==> src/rtl/team_06_echo_pkg.sv <==
// Shared types and helpers for the echo/delay line: FSM state encoding and a
// width-parameterised saturating clamp.
package team_06_echo_pkg;

  typedef enum logic [1:0] {
    IDLE = 2'd0,
    RD   = 2'd1,
    MIX  = 2'd2,
    WR   = 2'd3
  } echo_state_e;

  // Clamp a sign-extended value into the signed range of 'width' bits.
  function automatic logic signed [31:0] saturate(input logic signed [31:0] val,
                                                  input int unsigned width);
    logic signed [31:0] hi;
    logic signed [31:0] lo;
    hi = (32'sd1 <<< (width - 1)) - 32'sd1;
    lo = -(32'sd1 <<< (width - 1));
    if (val > hi) begin
      return hi;
    end else if (val < lo) begin
      return lo;
    end
    return val;
  endfunction

endpackage

==> src/rtl/team_06_echo_delay_line_mixer.sv <==
// Combinational echo mixer: past * gain / 2**GAIN_W added to the dry sample,
// then clamped to the signed DATA_W range.
module team_06_echo_mixer
  import team_06_echo_pkg::*;
#(
  parameter int DATA_W = 8,
  parameter int GAIN_W = 4
) (
  input  logic signed [DATA_W-1:0] audio_i,
  input  logic signed [DATA_W-1:0] past_i,
  input  logic        [GAIN_W-1:0] gain_i,
  output logic signed [DATA_W-1:0] mix_o
);

  localparam int PW = DATA_W + GAIN_W + 1;

  logic signed [PW-1:0]     past_x;
  logic signed [PW-1:0]     gain_x;
  logic signed [PW-1:0]     prod;
  logic signed [PW-1:0]     scaled;
  logic signed [DATA_W:0]   sum;
  logic signed [31:0]       sum_ext;

  assign past_x  = PW'(past_i);
  assign gain_x  = PW'($signed({1'b0, gain_i}));
  assign prod    = past_x * gain_x;
  // Gain is strictly below 1.0, so the scaled value always fits in DATA_W bits.
  assign scaled  = prod >>> GAIN_W;
  assign sum     = (DATA_W+1)'(audio_i) + (DATA_W+1)'(scaled);
  assign sum_ext = 32'(sum);
  assign mix_o   = DATA_W'(saturate(sum_ext, DATA_W));

endmodule

==> src/rtl/team_06_echo_delay_line.sv <==
// Echo/delay effect: per sample, read the delayed tap, mix it, then write back
// to a circular delay line. Define TEAM_06_ECHO_FEEDBACK_EN to write the wet
// (mixed) sample instead of the dry one, giving a repeating decaying echo.
//
// state | meaning
// IDLE  | waiting for sample_valid; latches sample and settings
// RD    | reading delayed tap at wr_ptr - delay, held until mem_ack
// MIX   | registering the mixed output
// WR    | writing the new sample at wr_ptr, held until mem_ack
module team_06_echo_delay_line
  import team_06_echo_pkg::*;
#(
  parameter int DATA_W = 8,
  parameter int ADDR_W = 13,
  parameter int GAIN_W = 4
) (
  input  logic                     clk,
  input  logic                     rst,
  input  logic                     sample_valid,
  input  logic signed [DATA_W-1:0] audio_in,
  input  logic                     echo_enable,
  input  logic        [ADDR_W-1:0] delay,
  input  logic        [GAIN_W-1:0] gain,
  output logic        [ADDR_W-1:0] mem_addr,
  output logic                     mem_rd_req,
  input  logic signed [DATA_W-1:0] mem_rd_data,
  output logic                     mem_wr_req,
  output logic signed [DATA_W-1:0] mem_wr_data,
  input  logic                     mem_ack,
  output logic signed [DATA_W-1:0] echo_out,
  output logic                     out_valid,
  output logic                     busy,
  output logic                     overrun
);

  localparam int DEPTH = 2 ** ADDR_W;
  localparam logic [ADDR_W:0] FILL_MAX = (ADDR_W+1)'(DEPTH);

  echo_state_e              state_q,     state_d;
  logic signed [DATA_W-1:0] in_q,        in_d;
  logic                     en_q,        en_d;
  logic        [ADDR_W-1:0] delay_q,     delay_d;
  logic        [GAIN_W-1:0] gain_q,      gain_d;
  logic signed [DATA_W-1:0] past_q,      past_d;
  logic signed [DATA_W-1:0] echo_q,      echo_d;
  logic                     out_valid_q, out_valid_d;
  logic        [ADDR_W-1:0] wr_ptr_q,    wr_ptr_d;
  logic        [ADDR_W:0]   fill_q,      fill_d;
  logic                     overrun_q,   overrun_d;

  logic signed [DATA_W-1:0] past_mix;
  logic signed [DATA_W-1:0] mix_out;

  assign past_mix = en_q ? past_q : '0;

  team_06_echo_mixer #(
    .DATA_W (DATA_W),
    .GAIN_W (GAIN_W)
  ) u_mixer (
    .audio_i (in_q),
    .past_i  (past_mix),
    .gain_i  (gain_q),
    .mix_o   (mix_out)
  );

  always_comb begin
    state_d     = state_q;
    in_d        = in_q;
    en_d        = en_q;
    delay_d     = delay_q;
    gain_d      = gain_q;
    past_d      = past_q;
    echo_d      = echo_q;
    out_valid_d = 1'b0;
    wr_ptr_d    = wr_ptr_q;
    fill_d      = fill_q;
    overrun_d   = overrun_q;

    case (state_q)
      IDLE: begin
        if (sample_valid) begin
          in_d    = audio_in;
          en_d    = echo_enable;
          delay_d = delay;
          gain_d  = gain;
          state_d = RD;
        end
      end
      RD: begin
        if (mem_ack) begin
          // Locations not yet written since reset must never reach the mix.
          if (delay_q == '0 || {1'b0, delay_q} > fill_q) begin
            past_d = '0;
          end else begin
            past_d = mem_rd_data;
          end
          state_d = MIX;
        end
      end
      MIX: begin
        echo_d      = mix_out;
        out_valid_d = 1'b1;
        state_d     = WR;
      end
      WR: begin
        if (mem_ack) begin
          wr_ptr_d = wr_ptr_q + 1'b1;
          if (fill_q != FILL_MAX) begin
            fill_d = fill_q + 1'b1;
          end
          state_d = IDLE;
        end
      end
      default: state_d = IDLE;
    endcase

    if (sample_valid && state_q != IDLE) begin
      overrun_d = 1'b1;
    end
  end

  always_ff @(posedge clk or posedge rst) begin
    if (rst) begin
      state_q     <= IDLE;
      in_q        <= '0;
      en_q        <= 1'b0;
      delay_q     <= '0;
      gain_q      <= '0;
      past_q      <= '0;
      echo_q      <= '0;
      out_valid_q <= 1'b0;
      wr_ptr_q    <= '0;
      fill_q      <= '0;
      overrun_q   <= 1'b0;
    end else begin
      state_q     <= state_d;
      in_q        <= in_d;
      en_q        <= en_d;
      delay_q     <= delay_d;
      gain_q      <= gain_d;
      past_q      <= past_d;
      echo_q      <= echo_d;
      out_valid_q <= out_valid_d;
      wr_ptr_q    <= wr_ptr_d;
      fill_q      <= fill_d;
      overrun_q   <= overrun_d;
    end
  end

  assign mem_rd_req = (state_q == RD);
  assign mem_wr_req = (state_q == WR);
  assign mem_addr   = (state_q == RD) ? (wr_ptr_q - delay_q) : wr_ptr_q;
  assign busy       = (state_q != IDLE);
  assign echo_out   = echo_q;
  assign out_valid  = out_valid_q;
  assign overrun    = overrun_q;

`ifdef TEAM_06_ECHO_FEEDBACK_EN
  // With echo disabled echo_q equals the dry sample, so the write stays dry.
  assign mem_wr_data = en_q ? echo_q : in_q;
`else
  assign mem_wr_data = in_q;
`endif

endmodule

==> config.mk <==
export PLATFORM = sky130hd
export DESIGN_NAME = team_06_echo_delay_line
export DESIGN_NICKNAME = d
export VERILOG_FILES = /design/src/rtl/team_06_echo_pkg.sv /design/src/rtl/team_06_echo_delay_line_mixer.sv /design/src/rtl/team_06_echo_delay_line.sv
export SDC_FILE = /design/constraint.sdc
export NUM_CORES = 1
export LEC_CHECK = 0
export ABC_AREA = 1
export CAP_MARGIN = 25
export CORE_MARGIN = 3
export CORE_UTILIZATION = 40
export CTS_BUF_LIST = sky130_fd_sc_hd__clkbuf_8
export CTS_CLUSTER_SIZE = 16
export DETAILED_ROUTE_END_ITERATION = 8
export GPL_ROUTABILITY_DRIVEN = 0
export GPL_TIMING_DRIVEN = 0
export PLACE_DENSITY_LB_ADDON = 0.1
export SLEW_MARGIN = 40
export SYNTH_ARGS = -nofsm -noshare
export SYNTH_HDL_FRONTEND = slang
export SYNTH_SLANG_ARGS = --single-unit
export TNS_END_PERCENT = 1
==> constraint.sdc <==
create_clock -name clk -period 9.3 [get_ports clk]
set_clock_uncertainty 0.05 [all_clocks]
set_input_delay 1.86 -clock clk [delete_from_list [all_inputs] [get_ports clk]]
set_output_delay 1.86 -clock clk [all_outputs]
set_load 0.01 [all_outputs]
==> run metrics, run 1 <==
most common cell after layout, fill and taps aside nand2_1; Worst Path Max Fanout 10; total CTS buffers 9; Starting Density 0.412; Vias 5299; largest family of logic cells by synthesized area simple AND/OR/NAND/NOR gates; Fin Setup TNS 0 ns; Largest stage delay, worst path 0.53 ns; port buffer count 71; Final period util 0.581; DR pass1 iterations 5; max-cap violations 0; GRT Util Overall 0.190; Post-CTS Resized 0; first-pass GRT wire length 25300 um; worst reg-to-reg setup slack 3.90 ns; Worst setup EP type flop; Max Slew Vio Count 0; Mapped Nets between 900 and 1000; htree depth 3; Boundary Pins 72; Synth Area in XOR/XNOR 0.0566; number of global-route vias before repair 5325; CP delay by family, top adder cells; final core occ 0.493; P_leak 3.72 nW; clock sinks between 70 and 80; Final setup viols 0; Pwr Density 352 mW/mm2; antenna diode instance count 0; Tmin final 5.40 ns; clock slew at reported path FFs ~0.080 ns; sequential-to-total area share from yosys stat 0.302; Compound-Gate Fraction of Synth Area 0.0851; Synth Area per Inst 7.61 um2; gr ovfl total 0; mux cell area share after synthesis 0.0149; Synth Area in Simple Gates 0.256; Highest Clock Rate 185 MHz; WHS 0.408 ns; Final Hold Vio Count 0; number of vias per cell 4.97; most used cell, CP nand2_1; core area 0.0146 mm2; crit path kind flop to flop; Hold Crit Class flop to flop; Gate Count Post-Synth 794; Yosys warnings 0; most frequent cells in the layout nand2_1 (159), inv_1 (138), dfrtp_1 (73); Routed Wire Length 15000 um; unrepaired setup endpoints after global routing false; initial antenna violation count 0; Syn Std Cell Area ~0.0060 mm2; Slew @ Worst Pin 0.709 ns; slowest stage cell, crit path fa_1; worst endpoint data arrival time between 5 and 6 ns; share of cells above drive strength 1 0.0680; die height 129 um; post-synthesis adder-cell area fraction 0.188; Remaining DRCs 0; clock root cell clkbuf_8; cell row count 44; CP startpoint kind flop; slew margin rel. 0.528; Yosys cell types 40; Worst-Skew Late Latency about 0.37 ns; largest net degree at the start of global routing between 40 and 50; WL per Instance ~14 um; CTS tree yes; nets around 1000; post-route antenna net violation count 0; Hold Buf Count CTS 0; die area around 0.017 mm2; Seq cells post-synth 73; clk buf depth 2; chip width 129 um; VDD IR max around 180 uV; CP Buf/Inv Count 4; Worst EP required roughly 9.5 ns; outcome finished clean; postcts setup bufs 0; area grow syn2layout 19.6%; Detail Placement HPWL 12100 um; Iter 0 DRT Violations 286
-- final timing paths --
| check | start | endpoint | cells past startpoint |
|---|---|---|---|
| worst min-delay path | overrun | overrun | 1 |
| worst min register to register | overrun | overrun | 1 |
| worst max-delay path | en_q | echo_out[4] | 31 |
| min in group asynchronous | rst | overrun | 2 |
| max in group asynchronous | rst | past_q[5] | 3 |
| worst max register to register | en_q | echo_out[4] | 31 |
-- cell usage after synthesis (all sizes together) --
| library cell | instances | area, um2 |
|---|---|---|
| a21boi | 1 | 7.51 |
| a21o | 3 | 22.5 |
| a21oi | 44 | 224 |
| a31oi | 4 | 25.0 |
| and3 | 1 | 6.26 |
| buf | 3 | 15.0 |
| clkbuf | 8 | 30.0 |
| clkinv | 3 | 11.3 |
| dfrtp | 73 | 1830 |
| fa | 18 | 360 |
| ha | 62 | 776 |
| inv | 141 | 529 |
| mux2 | 8 | 90.1 |
| nand2 | 169 | 664 |
| nand3 | 61 | 335 |
| nand3b | 1 | 7.51 |
| nand4 | 12 | 81.3 |
| nor2 | 77 | 319 |
| nor3 | 15 | 75.1 |
| nor4 | 8 | 50.1 |
| o211ai | 1 | 7.51 |
| o21a | 1 | 7.51 |
| o21ai | 34 | 174 |
| o21bai | 2 | 18.8 |
| o221ai | 1 | 8.76 |
| o22ai | 3 | 18.8 |
| or2 | 1 | 6.26 |
| xnor2 | 8 | 70.1 |
| xor2 | 31 | 272 |
-- power breakdown --
part / total, mW / leakage [nW] / internal, mW / switching (mW)
logic: 1.70 / 2.74 / 0.685 / 1.01
registers: 0.568 / 0.871 / 0.452 / 0.116
clock network: 0.278 / 0.108 / 0.149 / 0.129
total: 2.54 / 3.72 / 1.28 / 1.26
-- layout make-up --
class | instances | area, um2
fill | 1456 | 7420
multi-input combinational | 566 | 3630
sequential | 73 | 1830
timing repair buffer | 72 | 738
inverter | 144 | 546
tap | 184 | 230
clock buffer | 9 | 124
clock inverter | 7 | 87.6
buffer | 11 | 45.0
-- state kept, by name, indices dropped and copies added (netlist names) --
name and flops:
fill_q 14, delay_q 13, wr_ptr_q 13, echo_out 8, mem_wr_data 8, past_q 8, gain_q 4, state_q 2
en_q 1, out_valid 1, overrun 1
-- metrics by stage --
stage | cell area (um2) | cells | power [mW] | worst slack (ns)
after floorplan | 6040 | 794 | 1.77 | 4.52
after global placement | 6980 | 1049 | 2.25 | 4.02
after detailed placement | 7010 | 1050 | 2.28 | 3.93
after CTS | 7220 | 1066 | 2.58 | 3.90
after global routing | 7220 | 1066 | 2.84 | 3.36
final | 7220 | 1066 | 2.54 | 3.90
-- cell families (layout without fill, tap and decap cells) --
| group | count (synthesis) | count (layout) |
|---|---|---|
| compound gates | 94 | 94 |
| fa+ha+maj | 80 | 80 |
| flops | 73 | 73 |
| buf+inv | 155 | 243 |
| simple gates | 345 | 345 |
| mux | 8 | 8 |
| xor+xnor | 39 | 39 |
-- routing by layer --
metal | routed length (um) | up-vias | GRT usage
met5 | 0 | - | 0
met4 | 199 | 0 | 0.0432
met3 | 453 | 18 | 0.0394
met2 | 7800 | 77 | 0.340
met1 | 6540 | 2499 | 0.233
li1 | - | 2705 | -
No activity file was read; power rests on OpenSTA's default activity.
==> run 2, diff against run 1 <==
==> constraint.sdc (replaced) <==
create_clock -name clk -period 4.65 [get_ports clk]
set_clock_uncertainty 0.05 [all_clocks]
set_input_delay 0.93 -clock clk [delete_from_list [all_inputs] [get_ports clk]]
set_output_delay 0.93 -clock clk [all_outputs]
set_load 0.01 [all_outputs]
==> run metrics, run 2 (synthesis results as in run 1) <==
outcome finished, violations left; violations in the final reports negative setup slack; CTS tree yes; unrepaired setup endpoints after global routing true; DR pass1 iterations 4; slowest stage cell, crit path fa_1; CP startpoint kind flop; worst reg-to-reg setup slack -0.0006 ns; total CTS buffers 9; post-route antenna net violation count 0; Worst setup EP type flop; worst endpoint data arrival time slightly below 5 ns; most common cell after layout, fill and taps aside nand2_1; Final period util 1.00; final core occ 0.525; Starting Density 0.412; area grow syn2layout 27.4%; die area 0.0166 mm2; initial antenna violation count 0; Hold Crit Class flop to flop; crit path setup slack, layout -0.000590 ns; nets roughly 1000; die height 129 um; slew margin rel. 0.539; clk buf depth 2; Routed Wire Length 15800 um; Final setup viols 1; first-pass GRT wire length 26000 um; Slew @ Worst Pin roughly 0.69 ns; clock root cell clkbuf_8; GRT Util Overall 0.195; htree depth 3; port buffer count approximately 70; Max Slew Vio Count 0; Detail Placement HPWL 12200 um; largest net degree at the start of global routing 58; number of vias per cell 5.10; Worst Path Max Fanout 5; number of global-route vias before repair 5608; VDD IR max 379 uV; Boundary Pins around 70; Remaining DRCs 0; most used cell, CP nand2_1; Vias 5509; Fin Setup TNS -0.000590 ns; share of cells above drive strength 1 0.153; max-cap violations 0; gr ovfl total 0; Final Hold Vio Count 0; Highest Clock Rate ~220 MHz; WHS approximately 0.41 ns; leading registers by flop count fill_q x14, delay_q x13, wr_ptr_q x13; Iter 0 DRT Violations 300; most frequent cells in the layout nand2_1 (141), inv_1 (128), dfrtp_1 (72); crit path kind flop to flop; chip width 129 um; Reg with most FFs fill_q; Layout Cells excl Fill approximately 1100; placed cells between 1000 and 1500; P_leak 3.86 nW; Largest stage delay, worst path 0.57 ns; WL per Instance 14.6 um; core area 0.0146 mm2; Worst EP required 4.87 ns; cell row count 44; Pwr Density 765 mW/mm2; clock sinks 73; antenna diode instance count 0; max FFs per register 14; Total Power 5.89 mW; Tmin final around 4.7 ns; clock slew at reported path FFs 0.08 ns; Worst-Skew Late Latency 0.37 ns
[run 2: cell count changes in the layout (fill, tap and decap cells not counted), moves of 10 or more]
cell     change
inv_1       -10
buf_4       +14
nand3_1     -12
nand2_2     +11
nand2_1     -18
nand3_2     +10
[run 2: report_power, final]
part	switching, mW	leakage (nW)	internal [mW]	total, mW
combinational	2.40	2.88	1.77	4.17
clock	0.266	0.106	0.297	0.564
sequential	0.248	0.870	0.904	1.15
total	2.91	3.86	2.97	5.89
[run 2: worst paths after layout]
path	from	to	cells past startpoint
worst max-delay path	en_q	echo_out[5]	32
worst min-delay path	overrun	overrun	1
worst max register to register	en_q	echo_out[5]	32
worst min register to register	overrun	overrun	1
max in group asynchronous	rst	en_q	3
min in group asynchronous	rst	mem_wr_data[0]	2
[run 2: final cells by class]
cell class	count	area, um2
buffer	11	56.3
clock buffer	9	124
clock inverter	6	85.1
fill	1407	6950
inverter	144	548
multi-input combinational	566	3970
sequential	73	1830
tap	184	230
timing repair buffer	87	857
[run 2: worst max-delay path: cells and delay by family, from the launching register on]
family                     cells  cell delay, ns
adders and majority gates      5            1.90
and+or+nand+nor               18            1.29
buffers and inverters          7            0.51
DFF                            1            0.44
AOI/OAI and AO/OA              2            0.36
[run 2: repair_timing]
item | 4_1_cts | 5_1_grt
buffers inserted | 12 | 2
gates cloned | 1 | 0
endpoints found under the setup margin | 8 | 8
resized for setup | 57 | 23
hold buffers | 0 | 0
pin swaps | 33 | 26
[run 2: metal layers]
layer  vias to the layer above  routed length (um)  track usage
li1                       2744                   -            -
met1                      2646                6870        0.236
met2                        97                8040        0.347
met3                        22                 544       0.0436
met4                         0                 297       0.0537
met5                         -                   0            0
[run 2: per-stage QoR]
| step | worst slack [ns] | cell area (um2) |
|---|---|---|
| 2_1_floorplan | 0.00466 | 6040 |
| 3_3_place_gp | -0.442 | 6980 |
| 3_5_place_dp | -0.505 | 7020 |
| 4_1_cts | 0.00134 | 7620 |
| 5_1_grt | -0.262 | 7690 |
| 6_report | -0.000590 | 7690 |
